$ cat src/rtl/aes_out_serializer_pkg.sv
// Shared definitions for the AES output stage: block geometry and the
// serializer state encoding.
package aes_out_serializer_pkg;

  localparam int BLK_S         = 128;
  localparam int OUT_BUS_WORDS = 4;
  localparam int WORD_CNT_W    = $clog2(OUT_BUS_WORDS);

  typedef enum logic {
    SER_IDLE = 1'b0,
    SER_SEND = 1'b1
  } ser_state_e;

  function automatic logic is_last_word(input logic [WORD_CNT_W-1:0] cnt);
    return cnt == WORD_CNT_W'(OUT_BUS_WORDS - 1);
  endfunction

endpackage

$ cat src/rtl/aes_out_serializer_blk_fifo.sv
// Synchronous block FIFO with extended-pointer full/empty detection and a
// programmable almost-full threshold.
module aes_blk_fifo #(
  parameter int WIDTH     = 129,
  parameter int ADDR_W    = 4,
  parameter int AF_MARGIN = 2
) (
  input  logic              clk,
  input  logic              reset,
  input  logic              push_i,
  input  logic [WIDTH-1:0]  data_i,
  input  logic              pop_i,
  output logic [WIDTH-1:0]  data_o,
  output logic              full_o,
  output logic              empty_o,
  output logic              almost_full_o,
  output logic [ADDR_W:0]   count_o
);

  localparam int DEPTH = 1 << ADDR_W;
  localparam logic [ADDR_W:0] AF_LEVEL = (ADDR_W + 1)'(DEPTH - AF_MARGIN);

  logic [WIDTH-1:0] mem_q [DEPTH];
  logic [ADDR_W:0]  wr_ptr_q, wr_ptr_d;
  logic [ADDR_W:0]  rd_ptr_q, rd_ptr_d;
  logic             do_push, do_pop;

  // A full FIFO refuses writes even when a read frees a slot this cycle.
  assign do_push = push_i && !full_o;
  assign do_pop  = pop_i && !empty_o;

  assign full_o        = (wr_ptr_q[ADDR_W] != rd_ptr_q[ADDR_W]) &&
                         (wr_ptr_q[ADDR_W-1:0] == rd_ptr_q[ADDR_W-1:0]);
  assign empty_o       = (wr_ptr_q == rd_ptr_q);
  assign count_o       = wr_ptr_q - rd_ptr_q;
  assign almost_full_o = (count_o >= AF_LEVEL);
  assign data_o        = mem_q[rd_ptr_q[ADDR_W-1:0]];

  always_comb begin
    wr_ptr_d = wr_ptr_q;
    rd_ptr_d = rd_ptr_q;
    if (do_push) wr_ptr_d = wr_ptr_q + 1'b1;
    if (do_pop)  rd_ptr_d = rd_ptr_q + 1'b1;
  end

  always_ff @(posedge clk) begin
    if (reset) begin
      wr_ptr_q <= '0;
      rd_ptr_q <= '0;
    end else begin
      wr_ptr_q <= wr_ptr_d;
      rd_ptr_q <= rd_ptr_d;
    end
  end

  always_ff @(posedge clk) begin
    if (do_push) mem_q[wr_ptr_q[ADDR_W-1:0]] <= data_i;
  end

endmodule

$ cat src/rtl/aes_out_serializer.sv
// AES output stage: buffers 128-bit result blocks and streams each one as
// four 32-bit words (most significant first) on an AXI4-Stream master.
module aes_out_serializer
  import aes_out_serializer_pkg::*;
#(
  parameter int BLK_WIDTH          = BLK_S,
  parameter int BUS_WIDTH          = 32,
  parameter int FIFO_ADDR_WIDTH    = 4,
  parameter int ALMOST_FULL_MARGIN = 2
) (
  input  logic                 clk,
  input  logic                 reset,
  input  logic                 s_tvalid,
  output logic                 s_tready,
  input  logic [BLK_WIDTH-1:0] s_tdata,
  input  logic                 s_last,
  output logic                 fifo_empty,
  output logic                 fifo_full,
  output logic                 fifo_almost_full,
  output logic                 m_axis_tvalid,
  input  logic                 m_axis_tready,
  output logic [BUS_WIDTH-1:0] m_axis_tdata,
  output logic                 m_axis_tlast
);

  localparam int ENTRY_W = BLK_WIDTH + 1;

  logic                     fifo_push, fifo_pop;
  logic [ENTRY_W-1:0]       fifo_head;
  logic                     head_full, head_empty, head_afull;
  logic [FIFO_ADDR_WIDTH:0] blk_count;

  ser_state_e               state_q, state_d;
  logic [WORD_CNT_W-1:0]    word_cnt_q, word_cnt_d;
  logic [BLK_WIDTH-1:0]     blk_q, blk_d;
  logic                     blk_last_q, blk_last_d;
  logic                     word_hs;

  function automatic logic [BUS_WIDTH-1:0] word_sel(input logic [BLK_WIDTH-1:0]  blk,
                                                    input logic [WORD_CNT_W-1:0] idx);
    return blk[BLK_WIDTH - 1 - BUS_WIDTH * int'(idx) -: BUS_WIDTH];
  endfunction

  // Write side: the processing_done flag travels with its block.
  assign s_tready  = !head_full;
  assign fifo_push = s_tvalid && s_tready;

  aes_blk_fifo #(
    .WIDTH     (ENTRY_W),
    .ADDR_W    (FIFO_ADDR_WIDTH),
    .AF_MARGIN (ALMOST_FULL_MARGIN)
  ) u_blk_fifo (
    .clk           (clk),
    .reset         (reset),
    .push_i        (fifo_push),
    .data_i        ({s_last, s_tdata}),
    .pop_i         (fifo_pop),
    .data_o        (fifo_head),
    .full_o        (head_full),
    .empty_o       (head_empty),
    .almost_full_o (head_afull),
    .count_o       (blk_count)
  );

  assign fifo_full        = head_full;
  assign fifo_almost_full = head_afull;
  // Stay non-empty until the block in the serializer has fully drained.
  assign fifo_empty       = (blk_count == '0) && (state_q == SER_IDLE);

  // Stream side
  assign m_axis_tvalid = (state_q == SER_SEND);
  assign m_axis_tdata  = word_sel(blk_q, word_cnt_q);
  assign m_axis_tlast  = m_axis_tvalid && is_last_word(word_cnt_q) && blk_last_q;
  assign word_hs       = m_axis_tvalid && m_axis_tready;

  always_comb begin
    state_d    = state_q;
    word_cnt_d = word_cnt_q;
    blk_d      = blk_q;
    blk_last_d = blk_last_q;
    fifo_pop   = 1'b0;
    case (state_q)
      SER_IDLE: begin
        if (!head_empty) begin
          fifo_pop                = 1'b1;
          {blk_last_d, blk_d}     = fifo_head;
          word_cnt_d              = '0;
          state_d                 = SER_SEND;
        end
      end
      SER_SEND: begin
        if (word_hs) begin
          if (is_last_word(word_cnt_q)) begin
            word_cnt_d = '0;
            // Chain straight into the next block so the stream has no bubble.
            if (!head_empty) begin
              fifo_pop            = 1'b1;
              {blk_last_d, blk_d} = fifo_head;
            end else begin
              state_d = SER_IDLE;
            end
          end else begin
            word_cnt_d = word_cnt_q + 1'b1;
          end
        end
      end
      default: state_d = SER_IDLE;
    endcase
  end

  always_ff @(posedge clk) begin
    if (reset) begin
      state_q    <= SER_IDLE;
      word_cnt_q <= '0;
      blk_q      <= '0;
      blk_last_q <= 1'b0;
    end else begin
      state_q    <= state_d;
      word_cnt_q <= word_cnt_d;
      blk_q      <= blk_d;
      blk_last_q <= blk_last_d;
    end
  end

endmodule

$ cat config.mk
export PLATFORM = sky130hd
export DESIGN_NAME = aes_out_serializer
export DESIGN_NICKNAME = d
export VERILOG_FILES = /design/src/rtl/aes_out_serializer_pkg.sv /design/src/rtl/aes_out_serializer_blk_fifo.sv /design/src/rtl/aes_out_serializer.sv
export SDC_FILE = /design/constraint.sdc
export NUM_CORES = 2
export LEC_CHECK = 0
export ABC_AREA = 0
export BUFFER_PORTS_ARGS = -buffer_cell sky130_fd_sc_hd__buf_4
export CORE_MARGIN = 2
export CORE_UTILIZATION = 45
export CTS_BUF_LIST = sky130_fd_sc_hd__clkbuf_2
export DETAILED_ROUTE_END_ITERATION = 6
export PLACE_DENSITY = 0.61
export SYNTH_ARGS = -nofsm -noshare
export SYNTH_HDL_FRONTEND = slang
export SYNTH_SLANG_ARGS = --single-unit
$ cat constraint.sdc
create_clock -name clk -period 13.9 [get_ports clk]
set_input_delay 1.39 -clock clk [delete_from_list [all_inputs] [get_ports clk]]
set_output_delay 1.39 -clock clk [all_outputs]
set_load 0.05 [all_outputs]
# --- Word level (Yosys, flattened, before mapping) ---
# Memory sizes are Yosys's and may differ from the RTL's. A register that Yosys moved wholly into a read port is not among the register bits.
# Index checks and enable logic that the tools add are counted.
classes:
  shifts: 1
  mux: 23
  order_cmp: 1
  n_reduce_logical: 13
  eq_ne: 7
  add_sub_neg: 5
  n_bitwise: 1
op_table:
  columns: ["op", "count"]
  rows:
  - ["$mux 128", 3]
  - ["$pmux 128 s2", 1]
  - ["$shiftx 159x8->32", 1]
  - ["$add 5x1->5 const B", 2]
  - ["$mux 1", 10]
  - ["$logic_and 1x1->1", 8]
  - ["$mux 4", 2]
  - ["$sub 7x7->8 const A", 1]
  - ["$mux 2", 3]
  - ["$pmux 1 s2", 3]
  - ["$eq 5x5->1", 1]
  - ["$ge 5x4->1 const B", 1]
  - ["$logic_not 5->1", 1]
  - ["$sub 5x5->5", 1]
  - ["$eq 4x4->1", 1]
  - ["$ne 2x1->1 const B", 2]
  - ["$pmux 2 s2", 1]
  - ["$reduce_and 2->1", 2]
  - ["$add 2x1->2 const B", 1]
  - ["$eq 2x2->1 const B", 1]
  - ["$logic_not 1->1", 2]
  - ["$ne 2x2->1 const B", 1]
  - ["$ne 1x1->1", 1]
  - ["$not 1->1", 1]
totals:
  in_bits: 133
  output_inout_bits: 38
  mem_count: 1
  wordCells: 58
  ram_bits: 2064
  ff_bits: 142
memory_table:
  columns: ["name", "words", "word_bits", "rd", "rd_ports_with_merged_regs", "wr", "line_no", "source"]
  rows:
  - ["u_blk_fifo.mem_q", 16, 129, 1, 1, 1, "aes_out_serializer_blk_fifo.sv:23", "logic [WIDTH-1:0] mem_q [DEPTH];"]

# --- Longest topological paths before layout ---
depth:
  word_depth: 8
  depth_mapped: 10

# --- Hierarchy ---
# Synthesis repeated with hierarchy kept, for this count alone.
unflattened:
  cells_unflattened: 3816
  hier_area_um2: 85404.4
by_module_without_submodules:
  columns: ["mod", "cells_per_inst", "instances", "area_per_inst_um2"]
  rows:
  - ["aes_blk_fifo", 3193, 1, 78649.2]
  - ["aes_out_serializer", 623, 1, 6755.2]

# --- Least setup slack after synthesis ---
# No wires, ideal clock.
synth_path:
  path_type: "input to register"
  startpoint: "input s_tvalid"
  endpoint: "memory u_blk_fifo.mem_q[2][0], enable pin"
  arrival_time_ps: 10421
  path_stages: 3
  n_path_buf: 0
  setup_slack_ps: 2703
  cell_sequence: "o21a_1 nand2_1 nor3_1"
synth_via:
  elab_chain_cells: 4
synth_rtl:
  columns: ["element", "line_no", "source"]
  rows:
  - ["start, declared", "aes_out_serializer.sv:13", "input logic s_tvalid,"]
  - ["$logic_and 1x1->1", "aes_out_serializer.sv:46", "assign fifo_push = s_tvalid && s_tready;"]
  - ["$logic_and 1x1->1", "aes_out_serializer_blk_fifo.sv:29", "assign do_push = push_i && !full_o;"]
  - ["$mux 1", "aes_out_serializer_blk_fifo.sv:57", "if (do_push) mem_q[wr_ptr_q[ADDR_W-1:0]] <= data_i;"]
  - ["$mux 1 (not written as such)", "aes_out_serializer_blk_fifo.sv:57", null]
  - ["end, declared", "aes_out_serializer_blk_fifo.sv:23", null]
# Every way passes these cells.

# --- Final worst setup path ---
layout_path:
  startpoint: "register u_blk_fifo.wr_ptr_q[0]"
  endpoint: "output fifo_empty"
layout_via:
  elab_chain_cells: 3
layout_rtl:
  columns: ["element", "line_no", "source"]
  rows:
  - ["start, declared", "aes_out_serializer_blk_fifo.sv:24", "logic [ADDR_W:0] wr_ptr_q, wr_ptr_d;"]
  - ["start signal, assigned", "aes_out_serializer_blk_fifo.sv:51", "wr_ptr_q <= wr_ptr_d;"]
  - ["$sub 5x5->5", "aes_out_serializer_blk_fifo.sv:35", "assign count_o = wr_ptr_q - rd_ptr_q;"]
  - ["$logic_not 5->1", "aes_out_serializer.sv:68", "assign fifo_empty = (blk_count == '0) && (state_q == SER_IDLE);"]
  - ["$logic_and 1x1->1", "aes_out_serializer.sv:68", null]
  - ["end, declared", "aes_out_serializer.sv:17", "output logic fifo_empty,"]
# Every way passes these cells.

==> impl_metrics.env <==
export IMPL_power_density_nw_per_um2=150
export IMPL_die_area_um2=189000
export IMPL_met2_usage=0.356
export IMPL_clock_root_buffer="clkbuf_2"
export IMPL_rows=158
export IMPL_numCtsBuffers=570
export IMPL_synth_top_area_cell="edfxtp_1"
export IMPL_synth_edf_count=2064
export IMPL_busiest_layer="met2"
export IMPL_grt_pass1_vias=43300
export IMPL_synthMuxAreaShare=0.179
export IMPL_grtUsageTotal=0.217
export IMPL_grtUsageMet3=0.0431
export IMPL_cts_hold_fix_buffers=133
export IMPL_grt_overflow=0
export IMPL_status="finished clean"
export IMPL_hold_violations=0
export IMPL_skew_ps=188
export IMPL_clockBufferDepth=4
export IMPL_htreeDepth=6
export IMPL_drive_gt1_frac=0.372
export IMPL_min_path_type="in2reg"
export IMPL_post_cts_buffers=0
export IMPL_synth_avg_cell_area_um2=23.0
export IMPL_syn_inst=3631
export IMPL_dp_slack_ps=8690
export IMPL_slew_viol_final=0
export IMPL_setup_tns_final_ps=0
export IMPL_maxSlewHeadroom=0.163
export IMPL_grt_antenna_before_repair=21
export IMPL_grt_pass1_wl_um=298000
export IMPL_leakage_nw=29.8
export IMPL_rsz0062_at_grt="false"
export IMPL_setup_violations=0
export IMPL_yosysWarnings=0
export IMPL_cts_tree="yes"
export IMPL_drtAntennaViolNets=0
export IMPL_syn_nets=3775
export IMPL_die_x_um=435
export IMPL_n_fill_cell=15100
export IMPL_crit_required_ps=12510
export IMPL_grt_met1_usage=0.292
export IMPL_netlist_top_cells_area="edfxtp_1 (74%), mux4_2 (15%), dfxtp_1 (3.5%)"
export IMPL_crit_arrival_ps=3940
export IMPL_synth_top_area_share=0.741
export IMPL_clock_fmax_mhz=188
export IMPL_die_h_um=435
export IMPL_synth_xor_area_frac=0.00103
export IMPL_dpl_instance_area_um2=87900
export IMPL_numPortBuffers=170
export IMPL_post_drt_wl_per_cell_um=28.3
export IMPL_cp_end_kind="output port"
export IMPL_drv_cap=0
export IMPL_numClockSinks=2210
export IMPL_synth_seq_cells=2210
export IMPL_num_vias=41100
export IMPL_setup_slack_ps=8570
export IMPL_core_area_um2=185000
export IMPL_drc=0
export IMPL_vias_per_cell=5.65
export IMPL_start_kind="register"
export IMPL_synth_top_family_by_area="multiplexers"
export IMPL_reg2reg_setup_slack_ps=8710
export IMPL_ctsResizeCount=0
export IMPL_place_detailed_hpwl_um=111000
export IMPL_worst_pin_slew_ps=1250
export IMPL_syn_to_final_growth_pct=12.7
export IMPL_period_needed_ps=5330
export IMPL_synthArstFlopShare=0
export IMPL_clk_pin_slew_ps=90
export IMPL_cp_max_fo=5
export IMPL_ir_drop_uv=104
export IMPL_whs_ps=387
export IMPL_drt_pass1_iter_count=5
export IMPL_start_util=0.452
export IMPL_yosys_area_share_simple=0.0149
export IMPL_criticalPathCategory="reg2out"
export IMPL_synthFlopType="edfxtp_1"
export IMPL_synth_compound_area_frac=0.0150
export IMPL_drtIter0Drc=3864
export IMPL_ios=171
export IMPL_yosysSeqAreaShare=0.776
export IMPL_wl_um=206000
export IMPL_yosysUniqueCellTypes=44
export IMPL_grt_start_max_net_pins=121
export IMPL_clkLatencyLatePin_ps=1860
export IMPL_fin_crit_sh=0.383
export IMPL_postLayoutCellArea_um2=94300
export IMPL_gp_congestion=0.777
export IMPL_synthAdderAreaFrac=0.00174
export IMPL_syn_area_um2=83600
export IMPL_finalNetCount=4512
==> metrics by stage <==
step	instances	power [W]	util
detailed placement	6143	0.00995	0.475
finish	7276	0.0141	0.509
global placement	6143	0.00992	0.475
global route	7270	0.0147	0.509
CTS	7263	0.0143	0.509
floorplan	3631	0.00906	-
==> layout make-up <==
| class | count | area, µm² | share of cell area |
|---|---|---|---|
| sequential | 2210 | 64900 | 0.689 |
| multi-input combinational | 1198 | 17900 | 0.190 |
| clock buffer | 852 | 4260 | 0.0452 |
| timing repair buffer | 378 | 3270 | 0.0347 |
| tap | 2480 | 3100 | 0.0329 |
| clock inverter | 135 | 742 | 0.00787 |
| inverter | 10 | 37.5 | 0.000398 |
| antenna | 13 | 32.5 | 0.000345 |
==> sequential cells by signal (all words and copies together), names as in the netlist, named ones only <==
| register | flops |
|---|---|
| word_cnt_q | 2 |
| blk_q | 128 |
| blk_last_q | 1 |
| m_axis_tvalid | 1 |
| u_blk_fifo.rd_ptr_q | 5 |
| u_blk_fifo.mem_q | 2064 |
| u_blk_fifo.wr_ptr_q | 5 |
==> report_power, final <==
group | switching, W | internal, W | total [W]
sequential | 0.000342 | 0.00751 | 0.00785
combinational | 0.00119 | 0.000769 | 0.00196
clock | 0.00256 | 0.00177 | 0.00433
==> worst paths after layout <==
kind / startpoint / endpoint / depth (start not counted)
max reg2reg: u_blk_fifo.wr_ptr_q[3]$_SDFFE_PP0P_ / u_blk_fifo.mem_q[10][18]$_DFFE_PP_ / 8
min reg2reg: blk_q[51]$_SDFFE_PP0P_ / blk_q[51]$_SDFFE_PP0P_ / 2
max: u_blk_fifo.wr_ptr_q[0]$_SDFFE_PP0P_ / fifo_empty / 9
min: s_tdata[105] / u_blk_fifo.mem_q[12][105]$_DFFE_PP_ / 2
==> Yosys cell counts (32+ instances only) <==
cell,number
o22ai_1,32
buf_2,89
nand3b_1,97
clkbuf_1,105
edfxtp_1,2064
nor3_1,36
nor2_1,56
mux4_2,548
dfxtp_1,146
mux2i_1,195
mux2_2,64
o221ai_1,97
==> cells by family after synthesis <==
logic type / count (synthesis)
flops: 2210
xor+xnor: 9
buf+inv: 223
fa+ha+maj: 11
compound gates: 159
simple gates: 212
mux: 807
==> per-layer routing <==
layer,part of all wire,vias to the layer above
met4,0.025,8
met1,0.42,22000
met2,0.50,1427
met3,0.058,322
li1,-,17400
met5,0.00024,-
==> worst max-delay path, stage by stage, from the launching register on <==
cell and delay, ps:
dfxtp_1 360, inv_1 120, ha_1 180, inv_1 50, fa_1 410, a21o_1 190, a21oi_1 200, xnor2_1 170
o2111a_1 210, buf_4 200
==> placed cells by master (no fill, tap or decap), types with 4 or more instances in the layout <==
cell,count
mux2_2,64
clkinv_1,95
buf_4,236
clkbuf_2,852
ha_1,10
nor2_4,12
mux4_2,548
dlygate4sd3_1,133
inv_1,10
nand2_1,7
inv_2,14
xnor2_1,5
clkinv_2,17
o22ai_1,32
nand2b_1,4
o211ai_1,4
dfxtp_1,140
dfxtp_4,5
nand3b_1,97
mux2i_1,195
diode_2,13
edfxtp_1,2064
bufinv_16,8
a21oi_1,10
buf_12,8
nor2_1,44
o221ai_1,97
nor3_2,4
nor3_1,32
Note: power is estimated with default switching activity, not from simulation.
